==> src/rtl/msb_mask_pipe.sv <==
// -----------------------------------------------------------------------------
// msb_mask_pipe
//   Pipelined MSB-derived bit transform on a valid/ready stream.
//   The operand's highest set bit is smeared downward over STAGES registered
//   stages (one shift-or per stage). The last stage then applies one of four
//   per-transaction transforms:
//     00 invert every bit above the MSB (MSB and below unchanged)
//     01 smear (MSB and every bit below it set)
//     10 isolate the MSB
//     11 MSB index in the low IW bits
//
// Ports
//   clk        rising-edge clock
//   rst_n      asynchronous active-low reset
//   flush      synchronous clear of everything in flight
//   in_valid   input transaction valid
//   in_ready   input accepted this cycle when in_valid is also high
//   in_data    N-bit operand
//   in_mode    2-bit transform select
//   out_valid  result valid
//   out_ready  downstream accepts the result
//   out_data   N-bit result (0 when out_valid is low)
//   out_zero   operand was all zeros (0 when out_valid is low)
// -----------------------------------------------------------------------------
module msb_mask_pipe #(
    parameter int N = 32
) (
    input  logic         clk,
    input  logic         rst_n,
    input  logic         flush,
    input  logic         in_valid,
    output logic         in_ready,
    input  logic [N-1:0] in_data,
    input  logic [1:0]   in_mode,
    output logic         out_valid,
    input  logic         out_ready,
    output logic [N-1:0] out_data,
    output logic         out_zero
);

    localparam int STAGES = $clog2(N);
    localparam int IW     = (STAGES < 1) ? 1 : STAGES;

    // Per-stage state, index 1 is the input side, STAGES feeds the output.
    logic [STAGES:1]            valid_q, valid_d;
    logic [STAGES:1][1:0]       mode_q,  mode_d;
    logic [STAGES:1][N-1:0]     orig_q,  orig_d;
    logic [STAGES:1][N-1:0]     v_q,     v_d;

    logic advance;
    logic accept;

    // -------------------------------------------------------------------------
    // Handshake and next-state
    // -------------------------------------------------------------------------
    always_comb begin
        // The whole pipe moves as one: a stalled output freezes every stage,
        // so bubbles travel with the data instead of being squeezed out.
        advance  = ~valid_q[STAGES] | out_ready;
        in_ready = advance & ~flush;
        accept   = in_valid & in_ready;

        valid_d = valid_q;
        mode_d  = mode_q;
        orig_d  = orig_q;
        v_d     = v_q;

        if (advance) begin
            valid_d[1] = accept;
            mode_d[1]  = in_mode;
            orig_d[1]  = in_data;
            v_d[1]     = in_data | (in_data >> 1);
            // Stage k doubles the smear distance: after stage k every bit
            // within 2^k - 1 positions below the MSB is set.
            for (int k = 2; k <= STAGES; k++) begin
                valid_d[k] = valid_q[k-1];
                mode_d[k]  = mode_q[k-1];
                orig_d[k]  = orig_q[k-1];
                v_d[k]     = v_q[k-1] | (v_q[k-1] >> (1 << (k - 1)));
            end
        end

        // Flush only kills the valids; payload registers are don't-care.
        if (flush) begin
            valid_d = '0;
        end
    end

    always_ff @(posedge clk or negedge rst_n) begin
        if (!rst_n) begin
            valid_q <= '0;
            mode_q  <= '0;
            orig_q  <= '0;
            v_q     <= '0;
        end else begin
            valid_q <= valid_d;
            mode_q  <= mode_d;
            orig_q  <= orig_d;
            v_q     <= v_d;
        end
    end

    // -------------------------------------------------------------------------
    // Output transform, combinational from the last stage
    // -------------------------------------------------------------------------
    logic [N-1:0]  v_last;
    logic [N-1:0]  o_last;
    logic [N-1:0]  iso;
    logic [IW-1:0] idx;
    logic [N-1:0]  res;

    always_comb begin
        v_last = v_q[STAGES];
        o_last = orig_q[STAGES];
        // Smeared value is a run of ones ending at the MSB, so the only bit
        // that differs from its upper neighbour is the MSB itself.
        iso    = v_last ^ (v_last >> 1);

        // iso is one-hot (or zero), so OR-ing the set position is an encoder.
        idx = '0;
        for (int i = 0; i < N; i++) begin
            if (iso[i]) begin
                idx = idx | IW'(i);
            end
        end

        res = '0;
        unique case (mode_q[STAGES])
            2'b00:   res = ~(o_last ^ v_last);
            2'b01:   res = v_last;
            2'b10:   res = iso;
            default: res = N'(idx);
        endcase

        out_valid = valid_q[STAGES];
        out_data  = out_valid ? res : '0;
        out_zero  = out_valid & (o_last == '0);
    end

endmodule
==> config.mk <==
export PLATFORM = sky130hd
export DESIGN_NAME = msb_mask_pipe
export DESIGN_NICKNAME = d
export VERILOG_FILES = /design/src/rtl/msb_mask_pipe.sv
export SDC_FILE = /design/constraint.sdc
export NUM_CORES = 1
export LEC_CHECK = 0
export CAP_MARGIN = 5
export CORE_MARGIN = 5
export CORE_UTILIZATION = 54
export CTS_CLUSTER_SIZE = 10
export DETAILED_ROUTE_END_ITERATION = 10
export PLACE_DENSITY = 0.76
export SYNTH_ARGS = -nofsm -noshare
export SYNTH_HDL_FRONTEND = slang
export SYNTH_SLANG_ARGS = --single-unit
export TNS_END_PERCENT = 30
==> constraint.sdc <==
create_clock -name clk -period 1.56 [get_ports clk]
set_input_delay 0.312 -clock clk [delete_from_list [all_inputs] [get_ports clk]]
set_output_delay 0.312 -clock clk [all_outputs]
set_load 0.03 [all_outputs]
==> impl_results.md, run 1 <==
- Drt pass-1 iters: 5
- Worst R2R End: v_last[7]$_DFFE_PN0N_
- Mapped Nets: around 1.7k
- Design Area, Final: about 0.018 mm²
- Static leakage: 0.00810 µW
- GPL Wtd Cong: ~0.9
- Critical path destination: out_data[13]
- DRT iter0 DRCs: around 880
- CTS Buf Count: 39
- Layout area overhead: 29.6%
- WP data arrival: between 2 and 2.5 ns
- Max clock buf depth: 3
- Row Count: 59
- RSZ-0062 raised after global routing: true
- Share of layout cells above drive strength 1: 0.188
- GRT Util Overall: 0.254
- Final setup viols: 35
- Clock root cell: clkbuf_16
- Detailed Route WL: between 30,000 and 40,000 µm
- Clk_lat worst skew: between 0.5 and 0.6 ns
- Fin nets: 1,900
- GRT overflow: 0
- Pins Over Slew Limit: 0
- Overall power: about 19,000 µW
- Die area: about 0.030 mm²
- Sequential share of the synthesized area: 0.579
- Vias: 11.9k
- Most frequent cells in the layout: nand2_1 (854), dfrtp_1 (324), buf_4 (134)
- Min-Delay Path Class: primary input to asynchronous set/reset pin
- Worst VDD drop: around 0.92 mV
- Final Worst Setup Slack: -0.834 ns
- Diode count: 0
- Origin of the worst setup path: mode_q[9]$_DFFE_PN0N_
- Setup Skew: roughly 0.014 ns
- Worst Setup Start Kind: flop
- FF+latch area: a little over 0.008 mm²
- Post-DR vias/cell: around 5.4
- Critical path required time: ~1.3 ns
- YS warnings: 0
- Mapped Cells: 1,688
- Slew @ Worst Pin: approximately 0.56 ns
- CTS tree: built
- Reg2reg start: valid_q[5]$_DFFE_PN0P_
- Vias in the first global route: around 12k
- Initial Utilization: 0.547
- Critical path class: flop to primary output
- Hold Vio Cnt, Final: 0
- Multi-input gate area: ~0.0061 mm²
- MaxCap Viol Count: 0
- Outcome: complete, but fails checks
- WL per Instance: 17.1 µm
- CORE AREA: approximately 0.026 mm²
- Synthesized area: roughly 0.014 mm²
- Clk slew on worst S/H paths: approximately 0.05 ns
- Violations in the final reports: negative setup slack
- H-tree lvl count: 2
- Worst Setup End Kind: primary output
- Global-route wire length before repair: around 61,000 µm
- Die X: 172 µm
- Final worst path period need: 2.39 ns
- Final ANT Viol Nets: 0
- Hold slack: slightly above 0.3 ns
- Post-DP Area: 0.0165 mm²
- FF+latch count, synth: 330
- Die height: 172 µm
- Relative slew slack: 0.624
- Number of port buffers: between 70 and 80
- DRC violations left: 0
- Max Freq: between 400 and 500 MHz
- HPWL after DPL: about 26,000 µm
- P per Cell Area: about 1000 mW/mm²
- Initial antenna violation count: 0
- TNS Setup: -25.31 ns
- Synth unique cells: 37
- CTS sink count: 330
- Reg2Reg Depth: 6
- Most common cell after layout, fill and taps aside: nand2_1
- R2r setup slk: ~0.02 ns
- Top-level I/O count: 74
- Worst-path fanout max: 7
- Fill count: between 1.5k and 2k
- Crit share post-route: 1.53
- Post-Syn Area per Cell: 8.44 µm²
- Largest net degree at the start of global routing: 64
[timing repair]
action,4_1_cts,5_1_grt
hold endpoints to repair,38,0
pin swaps,15,39
setup buffers,10,1
hold buffers,1,0
gates resized for setup,118,88
setup endpoints to repair,35,55
gates cloned,2,5
[worst min-delay path by stage]
| stage | start | to |
|---|---|---|
| 2_1_floorplan | rst_n | mode_q[0]$_DFFE_PN0N_ |
| 3_3_place_gp | rst_n | orig_q[18]$_DFFE_PN0N_ |
| 3_5_place_dp | rst_n | orig_q[17]$_DFFE_PN0N_ |
| 4_1_cts | rst_n | orig_q[17]$_DFFE_PN0N_ |
| 5_1_grt | rst_n | orig_q[18]$_DFFE_PN0N_ |
| 6_report | rst_n | orig_q[18]$_DFFE_PN0N_ |
[cells in the mapped netlist]
cell type	number	share of area
and2_1	26	0.011
buf_1	11	0.0029
buf_2	60	0.021
nor2_1	10	0.0026
xnor2_1	5	0.0031
buf_6	2	0.0016
dfrtp_1	330	0.58
o211ai_1	31	0.016
or2_1	1	0.00044
o21ai_1	7	0.0025
nor2b_1	2	0.00088
nand2_1	856	0.23
nand2b_1	1	0.00044
or4_1	2	0.0011
buf_4	1	0.00053
nor4b_4	1	0.0017
clkbuf_1	44	0.012
nand3_1	10	0.0035
and3_1	2	0.00088
xor2_1	26	0.016
nand4_1	2	0.00088
inv_1	1	0.00026
a31oi_1	2	0.00088
o21ai_0	156	0.055
nor4b_1	3	0.0018
nor4_1	9	0.0040
or3_1	6	0.0026
a21oi_1	38	0.013
a41oi_1	1	0.00061
a22oi_2	1	0.00088
nand3b_1	1	0.00053
inv_2	1	0.00026
nor3b_1	5	0.0026
nor3_1	30	0.011
o21ba_1	2	0.0014
o22ai_1	1	0.00044
or3_4	1	0.00079
[cell families (layout without fill, tap and decap cells)]
| logic type | Yosys count | after routing | share of synthesized area |
|---|---|---|---|
| and+or+nand+nor | 968 | 968 | 0.272 |
| AOI/OAI and AO/OA | 239 | 239 | 0.0911 |
| DFF | 330 | 330 | 0.579 |
| buffers and inverters | 120 | 299 | 0.0382 |
| xor gates and xnor gates | 31 | 31 | 0.0191 |
[power by group]
group	internal, µW	total [µW]	switching, µW
sequential	8990	9310	314
clock	4560	7750	3190
combinational	742	1730	988
total	14300	18800	4490
[flip-flops by register name, indices dropped and copies added, names as in the netlist]
register  count
orig_q      128
v_q         124
o_last       32
mode_q       10
valid_q       5
v_last       31
[per-layer routing]
layer,track usage,part of all wire
met1,0.355,0.43
met2,0.407,0.48
met3,0.0382,0.050
met4,0.0926,0.043
met5,0,0
[per-stage QoR]
step                std cells  setup slack [ns]   util
detailed placement       2136            -0.727  0.632
floorplan                1688            -0.148      -
global placement         2136            -0.708  0.632
CTS                      2196            -0.847  0.689
finish                   2202            -0.834  0.709
global route             2202            -0.906  0.709
[cell type report]
class | count | area share
clock inverters | 4 | 0.00210
inverters | 2 | 0.000677
well taps | 335 | 0.0227
repair buffers | 250 | 0.144
multi-input cells | 1238 | 0.329
flip-flops and latches | 330 | 0.447
clock buffers | 43 | 0.0548
[worst max-delay path: stages (launching register included)]
cell	delay (ns)
dfrtp_2	0.44
buf_6	0.15
buf_12	0.15
buf_16	0.15
nor3_4	0.24
a21oi_4	0.05
o21ai_1	0.10
and2_1	0.15
buf_6	0.13
Power figures use the tool's default switching activity.
==> run 2, diff against run 1 <==
- SETUP_SLACK_MARGIN: default -> 0.2
- SLEW_MARGIN: default -> 5
==> run 2 against run 1 <==
Against the previous run: the run still ends with negative setup slack left; register-to-register slack worse by 0.57 ns; maximum frequency down 4.5%; final cell count up 5.0%; clock-buffer cell count up 4; non-clock buffer count up 107; critical path type unchanged; largest cell class unchanged; highest routed layer is now met5.
==> impl_results.md, run 2 (same netlist as run 1, synthesis figures left out) <==
- Most frequent cells in the layout: nand2_1 (692), dfrtp_1 (319), nand2_2 (130)
- Pins Over Slew Limit: 0 (unchanged)
- Hold Vio Cnt, Final: 0 (unchanged)
- Global-route wire length before repair: 77,200 µm (+27%)
- Share of layout cells above drive strength 1: 0.383 (+0.195)
- CTS tree: built
- P per Cell Area: 909 mW/mm² (-11%)
- Worst-path cell chain: buf_4 > buf_6 > nor3b_2 > a21oi_1 > o211ai_1 > o21ba_4 > buf_6
- MaxCap Viol Count: 0 (unchanged)
- Violations in the final reports: negative setup slack
- Worst-path fanout max: 5 (-2)
- H-tree lvl count: 2 (unchanged)
- CTS Buf Count: 39 (unchanged)
- Post-route insts no fill: 2,311 (+5.0%)
- HPWL after DPL: 27,000 µm (+3.9%)
- Cell family with most CP delay: flip-flops
- Detailed Route WL: 63,800 µm (+70%)
- WL per Instance: 27.6 µm (+62%)
- Max Freq: 399 MHz (-4.5%)
- RSZ-0062 raised after global routing: true
- Vias: 15.4k (+29%)
- Die height: 172 µm (unchanged)
- Die X: 172 µm (unchanged)
- Min-Delay Path Class: primary input to asynchronous set/reset pin
- Diode count: 0 (unchanged)
- Worst Setup Start Kind: flop
- Inst Count DP: 2,123 (-0.61%)
- Setup Skew: 0.0169 ns (+0.00283 ns)
- Max reg flops: 128 (unchanged)
- Critical path required time: 1.25 ns (about the same)
- Slew @ Worst Pin: 0.497 ns (-0.0603 ns)
- Fill count: 1,096 (-43%)
- Number of port buffers: 73 (unchanged)
- Most frequent CP cell: buf_6
- Final worst path period need: 2.51 ns (+0.114 ns)
- Top-level I/O count: 74 (unchanged)
- CTS sink count: 330 (unchanged)
- Static leakage: 0.00960 µW (+18%)
- DRC violations left: 0 (unchanged)
- Row Count: 59 (unchanged)
- Outcome: complete, but fails checks
- WP data arrival: 2.20 ns (+0.12 ns)
- Worst path max stage delay: 0.51 ns (+0.07 ns)
- Worst Setup End Kind: primary output
- Initial Utilization: 0.547 (unchanged)
- Die area: 0.0297 mm² (unchanged)
- Crit share post-route: 1.61 (+0.0730)
- Slowest-stage cell, CP: dfrtp_4
- DRT iter0 DRCs: 2,208 (+150%)
- Worst VDD drop: 0.961 mV (+4.7%)
- GRT Util Overall: 0.338 (+0.0838)
- Largest Register: orig_q
- Clk slew on worst S/H paths: 0.06 ns (about the same)
- Critical path class: flop to primary output
- Layout area overhead: 54.6%
- Max clock buf depth: 3 (unchanged)
- Relative slew slack: 0.668 (+0.0441)
- Largest net degree at the start of global routing: 64 (unchanged)
- Fin nets: 2,008 (+5.7%)
- Vias in the first global route: 13.9k (+18%)
- Initial antenna violation count: 2 (+2)
- Clock root cell: clkbuf_16
- CORE AREA: 0.0261 mm² (unchanged)
- GRT overflow: 0 (unchanged)
- Final Worst Setup Slack: -0.948 ns (-0.114 ns)
- Post-DR vias/cell: 6.65 (+23%)
- Final ANT Viol Nets: 0 (unchanged)
- Drt pass-1 iters: 6 (+1)
- Clk_lat worst skew: 0.53 ns (+0.02 ns)
- Overall power: 20,000 µW (+6.7%)
- Most common cell after layout, fill and taps aside: nand2_1
- Hold slack: 0.249 ns (-0.0532 ns)
- GPL Wtd Cong: 0.913 (+1.7%)
- WP buf/inv: 3 (-1)
- Final setup viols: 365 (+940%)
[run 2: changes by cell type in the layout (fill, tap and decap cells not counted), moves of 21 or more]
cell	before	now
buf_16	3	43
o21ai_2	5	86
nand2_4	0	33
nand2_2	2	130
nand2_1	854	692
o21ai_0	127	21
buf_12	30	51
buf_6	38	71
[run 2: worst register-to-register path: cells and delay by family (launching register included)]
family          cells  cell delay, ns
flops               1            0.48
simple gates        2            0.27
compound gates      1            0.08
buf+inv            10            1.20
[run 2: metal layers]
layer / track usage / vias up / share of wire
met3: 0.0624 / 561 / 0.11
met2: 0.570 / 1473 / 0.47
met4: 0.165 / 4 / 0.097
met5: 0 / - / 0.00077
met1: 0.420 / 7347 / 0.32
li1: - / 5976 / -
[run 2: final cells by class]
class / instances / area (µm²) / share of cell area
clock buffers: 47 / 1060 / 0.0480
clock inverters: 1 / 7.51 / 0.000341
inverters: 2 / 33.8 / 0.00153
multi-input cells: 1239 / 7280 / 0.330
flip-flops and latches: 330 / 8270 / 0.375
well taps: 335 / 419 / 0.0190
repair buffers: 357 / 4970 / 0.225
[run 2: worst paths after layout]
check                                            start                      to  slack [ns]  cells past startpoint
max in group asynchronous                        rst_n  orig_q[86]$_DFFE_PN0N_        0.64                      3
worst max-delay path             mode_q[9]$_DFFE_PN0N_             out_data[0]       -0.95                      7
worst max register to register  valid_q[5]$_DFFE_PN0P_     v_q[34]$_DFFE_PN0N_       -0.55                     13
min in group clk                            in_mode[1]   mode_q[1]$_DFFE_PN0N_        0.35                      3
worst min register to register  orig_q[18]$_DFFE_PN0N_  orig_q[18]$_DFFE_PN0N_        0.47                      2
worst min-delay path                             rst_n      v_q[6]$_DFFE_PN0N_        0.25                      2
[run 2: timing repair]
| item | 4_1_cts | 5_1_grt |
|---|---|---|
| setup buffers | 49 | 31 |
| pin swaps | 98 | 176 |
| gates cloned | 39 | 21 |
| hold buffers | 1 | 0 |
| endpoints found under the setup margin | 365 | 365 |
| endpoints found under the hold margin | 54 | 0 |
| resized for setup | 329 | 355 |
[run 2: through the flow]
stage,setup WS (ns),cell area [µm²],utilization,TNS (ns)
after global routing,-1.01,22000,0.846,-162.28
after CTS,-0.873,20200,0.776,-50.32
after floorplan,-0.148,14900,-,-0.658
after detailed placement,-0.743,16700,0.642,-95.78
final,-0.948,22000,0.846,-158.67
after global placement,-0.717,16700,0.642,-89.42
[run 2: power breakdown]
group	switching [µW]	total (µW)	internal (µW)	leakage [µW]
clock	3570	8280	4710	0.000518
combinational	1300	2260	962	0.00559
sequential	510	9500	8990	0.00349
